===== src/rtl/sc2bin_pkg.sv =====
// Shared types and defaults for the stochastic-to-binary converter.
// SC_WIDTH matches the comparator width used by the gdiv/SNG blocks.
package sc2bin_pkg;

  typedef enum logic [1:0] {
    IDLE = 2'd0,
    RUN  = 2'd1,
    DONE = 2'd2
  } state_t;

  localparam int SC_WIDTH = 5;

endpackage


===== src/rtl/sc2bin_acc.sv =====
// Ones counter for one conversion window, with look-ahead saturation flag.
// ones_nxt already includes the current sample so the top can register the final result on the last edge.
module sc2bin_acc
  import sc2bin_pkg::*;
#(
  parameter int WIDTH = SC_WIDTH,
  parameter int KW    = $clog2(WIDTH + 1)
) (
  input  logic           clk,
  input  logic           rst_n,
  input  logic           clr,
  input  logic           en,
  input  logic           in_bit,
  input  logic [KW-1:0]  k,
  output logic [WIDTH:0] ones_nxt,
  output logic           sat_nxt
);

  localparam logic [WIDTH:0] ONE = {{WIDTH{1'b0}}, 1'b1};

  logic [WIDTH:0] ones;
  logic [WIDTH:0] full;

  assign ones_nxt = ones + {{WIDTH{1'b0}}, en & in_bit};
  assign full     = ONE << k;
  assign sat_nxt  = (ones_nxt == full);

  always_ff @(posedge clk or negedge rst_n) begin
    if (!rst_n) begin
      ones <= '0;
    end else if (clr) begin
      ones <= '0;
    end else if (en) begin
      ones <= ones_nxt;
    end
  end

endmodule


===== src/rtl/sc2bin_win.sv =====
// Windowed stochastic-to-binary converter: counts ones over 2^k cycles,
// rescales to the full WIDTH-bit range and hands the result off via valid/ready.
module sc2bin_win
  import sc2bin_pkg::*;
#(
  parameter int WIDTH = SC_WIDTH,
  parameter int KW    = $clog2(WIDTH + 1)
) (
  input  logic             clk,
  input  logic             rst_n,
  input  logic             start,
  input  logic [KW-1:0]    win_log2,
  input  logic             in_bit,
  output logic             busy,
  output logic             out_valid,
  input  logic             out_ready,
  output logic [WIDTH-1:0] out_val,
  output logic             out_sat
);

  localparam logic [WIDTH:0]  ONE   = {{WIDTH{1'b0}}, 1'b1};
  localparam logic [KW-1:0]   K_MAX = KW'(WIDTH);

  state_t          state, state_nxt;
  logic [KW-1:0]   k_q, k_clamp;
  logic [WIDTH:0]  cnt;
  logic [WIDTH:0]  ones_nxt;
  logic            sat_nxt;
  logic            clr, en, last;

  // Returns {sat, value}: a full window of ones pins to the all-ones ceiling.
  function automatic logic [WIDTH:0] scale_sat(input logic [WIDTH:0] ones,
                                               input logic [KW-1:0]  k,
                                               input logic           sat);
    logic [WIDTH-1:0] sh;
    sh = WIDTH'(ones << (K_MAX - k));
    if (sat) return {1'b1, {WIDTH{1'b1}}};
    return {1'b0, sh};
  endfunction

  always_comb begin
    k_clamp = win_log2;
    if (win_log2 == '0 || win_log2 > K_MAX) k_clamp = K_MAX;
  end

  assign clr       = (state == IDLE) && start;
  assign en        = (state == RUN);
  assign last      = en && (cnt == ONE);
  assign busy      = (state != IDLE);
  assign out_valid = (state == DONE);

  sc2bin_acc #(.WIDTH(WIDTH), .KW(KW)) u_acc (
    .clk      (clk),
    .rst_n    (rst_n),
    .clr      (clr),
    .en       (en),
    .in_bit   (in_bit),
    .k        (k_q),
    .ones_nxt (ones_nxt),
    .sat_nxt  (sat_nxt)
  );

  always_ff @(posedge clk or negedge rst_n) begin
    if (!rst_n) begin
      state <= IDLE;
    end else begin
      state <= state_nxt;
    end
  end

  always_comb begin
    state_nxt = state;
    case (state)
      IDLE:    if (start) state_nxt = RUN;
      RUN:     if (last) state_nxt = DONE;
      DONE:    if (out_ready) state_nxt = IDLE;
      default: state_nxt = IDLE;
    endcase
  end

  // Window setup and countdown; k is frozen for the whole conversion.
  always_ff @(posedge clk or negedge rst_n) begin
    if (!rst_n) begin
      k_q <= '0;
      cnt <= '0;
    end else if (clr) begin
      k_q <= k_clamp;
      cnt <= ONE << k_clamp;
    end else if (en) begin
      cnt <= cnt - ONE;
    end
  end

  // Result register, loaded on the edge that takes the final sample.
  always_ff @(posedge clk or negedge rst_n) begin
    if (!rst_n) begin
      out_val <= '0;
      out_sat <= 1'b0;
    end else if (last) begin
      {out_sat, out_val} <= scale_sat(ones_nxt, k_q, sat_nxt);
    end
  end

endmodule


===== config.mk =====
export PLATFORM = sky130hd
export DESIGN_NAME = sc2bin_win
export DESIGN_NICKNAME = d
export VERILOG_FILES = /design/src/rtl/sc2bin_pkg.sv /design/src/rtl/sc2bin_acc.sv /design/src/rtl/sc2bin_win.sv
export SDC_FILE = /design/constraint.sdc
export NUM_CORES = 1
export LEC_CHECK = 0
export BUFFER_PORTS_ARGS = -buffer_cell sky130_fd_sc_hd__buf_2
export CORE_ASPECT_RATIO = 0.8
export CORE_UTILIZATION = 49
export CTS_CLUSTER_SIZE = 12
export DETAILED_ROUTE_END_ITERATION = 10
export PLACE_DENSITY_LB_ADDON = 0.08
export SYNTH_ARGS = -nofsm -noshare
export SYNTH_HDL_FRONTEND = slang
export SYNTH_SLANG_ARGS = --single-unit
export TNS_END_PERCENT = 100

===== constraint.sdc =====
create_clock -name clk -period 5.5 [get_ports clk]
set_clock_uncertainty 0.15 [all_clocks]
set_input_delay 0.825 -clock clk [delete_from_list [all_inputs] [get_ports clk]]
set_output_delay 0.825 -clock clk [all_outputs]
set_load 0.01 [all_outputs]

==> flow_metrics.tcl, run 1 <==
set metrics [dict create \
    final_util_pct 55.3 \
    grt_use_met3_pct 5.51 \
    fmax_mhz 331 \
    pin_count 16 \
    synth_area_leaders "dfrtp_1 (41%), o21ai_0 (6.0%), nor2_1 (5.3%)" \
    via_per_inst 5.58 \
    path_delay_family "simple AND/OR/NAND/NOR gates" \
    p_per_area_nw_per_um2 520 \
    synth_edf_count 0 \
    grt_pass1_vias 1136 \
    num_rows 17 \
    tightest_slew_ns 0.576 \
    synth.largest_area_cell "dfrtp_1" \
    wl_mm 2.88 \
    synth.distinct_cells 37 \
    drt_iter0_drc 32 \
    wl_per_cell_um 13.3 \
    regArea_um2 576 \
    synth.top_cell.area_share_pct 40.8 \
    cts_resized 0 \
    status "finished, final reports clean" \
    multi_input_comb_area_um2 773 \
    drc_errors 0 \
    irDropWorstVdd_mv 0.226 \
    dr.pass1.iters 4 \
    crit_chain "nor2b_1 > and2_1 > ha_1 > nand2_1 > o21a_1 > nor4_1 > o21ai_1 > a221o_1 > a31oi_1" \
    core-area_um2 2740 \
    post_cts_buffers 0 \
    gp_congestion 0.827 \
    relSlewSlack_pct 61.5 \
    avgSynthCellArea_um2 8.35 \
    syn_to_final_growth_pct 7.54 \
    critPathRequiredTime_ns 5.60 \
    die-area_um2 3100 \
    busiest_layer "met2" \
    clockBufferDepth 2 \
    grtUsageMet2_pct 35.1 \
    post-place-ws_ns 2.52 \
    final-setup-viol-count 0 \
    start_util_pct 51.4 \
    numCtsBuffers 3 \
    setup_tns_ns 0 \
    p_leak_uw 0.000675 \
    grt_use_met1_pct 28.6 \
    arrival_ns 3.12 \
    htreeDepth 1 \
    crit_buf_inv 0 \
    antenna_found_initial 0 \
    drv_slew 0 \
    fill_cells 260 \
    ys_ff_latch 23 \
    yosysMostFrequentCell "dfrtp_1" \
    finalWorstSetupSlack_ns 2.48 \
    synth_ff_type "dfrtp_1" \
    grt_max_degree 24 \
    numClockSinks 23 \
    grt_pass1_wl_mm 4.87 \
    ys_warn_count 0 \
    hpwl_mm 2.17 \
    async_flop_share_pct 100 \
    drv_cap 0 \
    fin_crit_sh_pct 55.0 \
    clk_pin_slew_worst_paths_ns 0.14 \
    crit_type "register to register" \
    max_stage_delay_ns 0.47 \
    seq_area_frac_synth_pct 40.8 \
    rrSetupSlack_ns 2.48 \
    cp_slowest_cell "nor2b_1" \
    dieWidth_um 62.0 \
    cp_max_fo 10 \
    vias 1211 \
    antenna_left 0 \
    synth_nets 181 \
    cts_root_buffer "clkbuf_4" \
    end_kind "register" \
    rsz0062_at_grt "no" \
    timing.hold.worst.class "input pin to asynchronous set/reset pin" \
    clk_latency_ns 0.32 \
    cp-start-kind "register" \
    io_buffers 15 \
    period_minus_slack_ns 3.02 \
    finalHoldViolCount 0 \
    cts_tree "done" \
    synth_area_um2 1410 \
    syn-instance-count 169 \
    grt_usage_pct 21.8 \
    ctsHoldBuffers 0 \
    antenna_cells 0 \
    ys_top_cells_by_count "dfrtp_1 (23), nor2_1 (20), o21ai_0 (17)" \
    final_nets 192 \
    grt_overflow 0 \
    die_h_um 50 \
    drive_gt1_share_pct 11.7 \
]
==> flip-flops by register name, summed over array words and instances, names as in the netlist <==
register	count
k_q	3
state	2
u_acc.ones	6
out_sat	1
cnt	6
out_val	5
==> worst paths after layout <==
kind	startpoint	cells past startpoint	end
min	rst_n	1	u_acc.ones[1]
min in group clk	out_sat	2	out_sat
max in group asynchronous	rst_n	1	k_q[1]
min reg2reg	out_sat	2	out_sat
max reg2reg	state[1]	9	out_val[0]
max	state[1]	9	out_val[0]
==> power breakdown <==
group          leakage [uW]  internal (uW)  switching, uW
registers          0.000281            238           80.7
clock network     0.0000177           27.2           52.8
logic              0.000376            165            225
==> area by class of cell <==
class / instances / share of cell area (%)
Clock buffer: 3 / 1.48
Clock inverter: 1 / 0.330
Multi-Input combinational cell: 132 / 50.9
Timing Repair Buffer: 15 / 4.95
Inverter: 5 / 1.24
Tap cell: 38 / 3.13
Sequential cell: 23 / 37.9
==> kinds of logic (layout without fill, tap and decap cells) <==
| family | Yosys count | in the layout | synth area share [%] |
|---|---|---|---|
| mux | 3 | 3 | 2.22 |
| flops | 23 | 23 | 40.8 |
| buf+inv | 14 | 24 | 4.43 |
| simple gates | 71 | 71 | 24.5 |
| xor+xnor | 10 | 10 | 6.74 |
| compound gates | 44 | 44 | 17.8 |
| fa+ha+maj | 4 | 4 | 3.55 |
==> layer usage <==
metal / up-vias / share of wire [%]
met5: - / 0
met4: 0 / 0.56
met3: 2 / 3.5
met2: 19 / 47
met1: 577 / 49
li1: 613 / -
==> stage by stage <==
stage                     power, uW  hold WS [ns]  instance area [um^2]  cells
final                           789         0.306                  1520    217
after global routing            874         0.337                  1520    217
after CTS                       795         0.329                  1520    217
after detailed placement        714         0.330                  1490    213
after global placement          700         0.318                  1490    213
after floorplan                 619         0.344                  1410    169
==> cells in the final DEF (no fill, tap or decap) <==
| cell type | n |
|---|---|
| dfrtp_1 | 23 |
| nor2_1 | 20 |
| o21ai_0 | 17 |
| nand2_1 | 16 |
| buf_2 | 15 |
| a21oi_1 | 11 |
| nand3_1 | 10 |
| xor2_1 | 6 |
| inv_1 | 5 |
| nand2b_1 | 5 |
| a31oi_1 | 5 |
| nor2b_1 | 4 |
| ha_1 | 4 |
| nand3b_1 | 3 |
| xnor2_1 | 3 |
| nor3_1 | 3 |
| o21ai_1 | 3 |
| clkbuf_4 | 3 |
| and2_1 | 2 |
| or3_1 | 2 |
| nand4_1 | 2 |
| mux2i_1 | 2 |
| o22ai_1 | 2 |
| and3_1 | 1 |
| o21a_1 | 1 |
| xnor2_2 | 1 |
| nor4_1 | 1 |
| o211a_1 | 1 |
| a221o_1 | 1 |
| a221oi_1 | 1 |
| a21o_1 | 1 |
| or4_1 | 1 |
| mux2_2 | 1 |
| a2bb2oi_1 | 1 |
| nand4b_1 | 1 |
| clkinv_2 | 1 |
(Power assumes the default switching activity.)
==> inputs of run 2 (changes only) <==
- clock period: 5.5 -> 3.15 ns (I/O delays scaled with it)
==> flow_metrics.tcl, run 2 (synthesis results as in run 1) <==
set metrics [dict create \
    cp_max_fo 7 \
    vias 1231 \
    rrSetupSlack_ns 0.57 \
    final_cell_area_um2 1540 \
    final-setup-viol-count 0 \
    drive_gt1_share_pct 12.2 \
    pin_count 16 \
    syn_to_final_growth_pct 8.95 \
    p_total_uw 1400 \
    timing.hold.worst.class "input pin to register" \
    period_minus_slack_ns 2.58 \
    grt_pass1_wl_mm 5.26 \
    drv_cap 0 \
    final_common_cell "dfrtp_1" \
    status "finished, final reports clean" \
    wl_mm 3.01 \
    hold_start "out_ready" \
    antenna_cells 0 \
    die_h_um 50 \
    clockBufferDepth 2 \
    cp_slowest_cell "dfrtp_1" \
    p_leak_uw 0.000680 \
    relSlewSlack_pct 61.6 \
    reg2reg_to "out_val[1]" \
    irDropWorstVdd_mv 0.437 \
    rr_worst_depth 9 \
    setup_tns_ns 0 \
    path_delay_family "compound AO/OA/AOI/OAI gates" \
    die-area_um2 3100 \
    dieWidth_um 62.0 \
    r2r-start "state[1]" \
    cp-start-kind "register" \
    critPathRequiredTime_ns 3.25 \
    drt_iter0_drc 87 \
    mostFrequentLayoutCells "dfrtp_1 (23), nor2_1 (20), o21ai_0 (17)" \
    numClockSinks 23 \
    num_rows 17 \
    cts_tree "done" \
    wl_per_cell_um 13.8 \
    arrival_ns 2.69 \
    grt_overflow 0 \
    final_nets 194 \
    crit_buf_inv 0 \
    clk_pin_slew_worst_paths_ns 0.14 \
    drc_errors 0 \
    grt_pass1_vias 1184 \
    antenna_left 0 \
    antenna_found_initial 0 \
    htreeDepth 1 \
    end_kind "register" \
    start_util_pct 51.4 \
    reg_top3 "cnt: 6 flops, u_acc.ones: 6 flops, out_val: 5 flops" \
    cts_resized 0 \
    tightest_slew_ns 0.577 \
    hold_end "state[1]" \
    post_dp_cell_area_um2 1500 \
    max_stage_delay_ns 0.43 \
    grt_usage_pct 23.5 \
    rsz0062_at_grt "no" \
    p_per_area_nw_per_um2 913 \
    crit_chain "nor2b_1 > and2_1 > ha_1 > nand2_1 > o21a_1 > nor4_1 > o21ai_1 > a221o_1 > a21oi_1" \
    io_buffers 15 \
    drv_slew 0 \
    dr.pass1.iters 4 \
    min_path_cells 2 \
    placed_cells 214 \
    numCtsBuffers 3 \
    cts_root_buffer "clkbuf_4" \
    grt_max_degree 24 \
    crit_type "register to register" \
    gp_congestion 0.852 \
    fin_crit_sh_pct 82.1 \
    core-area_um2 2740 \
    fmax_mhz 387 \
    via_per_inst 5.62 \
    fill_cells 254 \
    finalHoldViolCount 0 \
    clk_latency_ns 0.32 \
    hpwl_mm 2.28 \
    stdcell_count 219 \
]
## run 2: changes by cell type in the layout (fill, tap and decap cells not counted), sizes merged
cell | before | now
buf | 15 | 16
clkinv | 1 | 0
clkinvlp | 0 | 1
dlygate4sd3 | 0 | 1
## run 2: metal layers
metal  vias up  share of wire, %  GRT usage (%)  wire, um
met5         -                 0              0         0
met4         0               1.8           6.67        53
met3         6               4.0           6.30       122
met2        23                47           37.2      1420
met1       586                47           30.9      1420
li1        616                 -              -         -
## run 2: repair_timing
item / in CTS / in global routing
setup endpoints to repair: 0 / 0
setup buffers: 0 / 0
hold endpoints to repair: 23 / 0
hold buffers: 1 / 0
## run 2: how the worst max path moves through the flow
stage	from	endpoint	slack (ns)	cells past startpoint
after floorplan	state[1]	out_val[2]	0.57	11
after global placement	in_bit	out_val[0]	0.68	9
after detailed placement	in_bit	out_val[1]	0.59	9
after CTS	state[1]	out_val[1]	0.56	9
after global routing	state[1]	out_val[4]	0.32	9
final	state[1]	out_val[1]	0.57	9
## run 2: layout make-up
type | count | area, um^2 | area share (%)
Multi-Input combinational cell | 132 | 773 | 50.3
Clock inverter | 1 | 7.51 | 0.488
Timing Repair Buffer | 17 | 92.6 | 6.02
Sequential cell | 23 | 576 | 37.4
Inverter | 5 | 18.8 | 1.22
Tap cell | 38 | 47.5 | 3.09
Clock buffer | 3 | 22.5 | 1.46
## run 2: through the flow
stage	hold WS (ns)	setup slack (ns)	utilization, %
6_report	0.176	0.565	56.0
3_3_place_gp	0.316	0.677	54.6
5_1_grt	0.173	0.322	56.0
2_1_floorplan	0.0269	0.574	-
4_1_cts	0.171	0.560	56.0
3_5_place_dp	0.333	0.585	54.6
## run 2: worst reg2reg max path: cells and delay by family, from the launching register on
kind	cells	cell delay [ns]
AO/OA/AOI/OAI	4	0.97
AND/OR/NAND/NOR	4	0.68
flip-flops	1	0.43
adder cells (fa/ha/maj)	1	0.28
## run 2: report_power, final
part	switching (uW)	total, uW	internal (uW)	leakage (uW)
Combinational	404	701	297	0.000385
Clock	98.1	147	48.6	0.0000139
Sequential	141	557	416	0.000281
Total	643	1400	761	0.000680
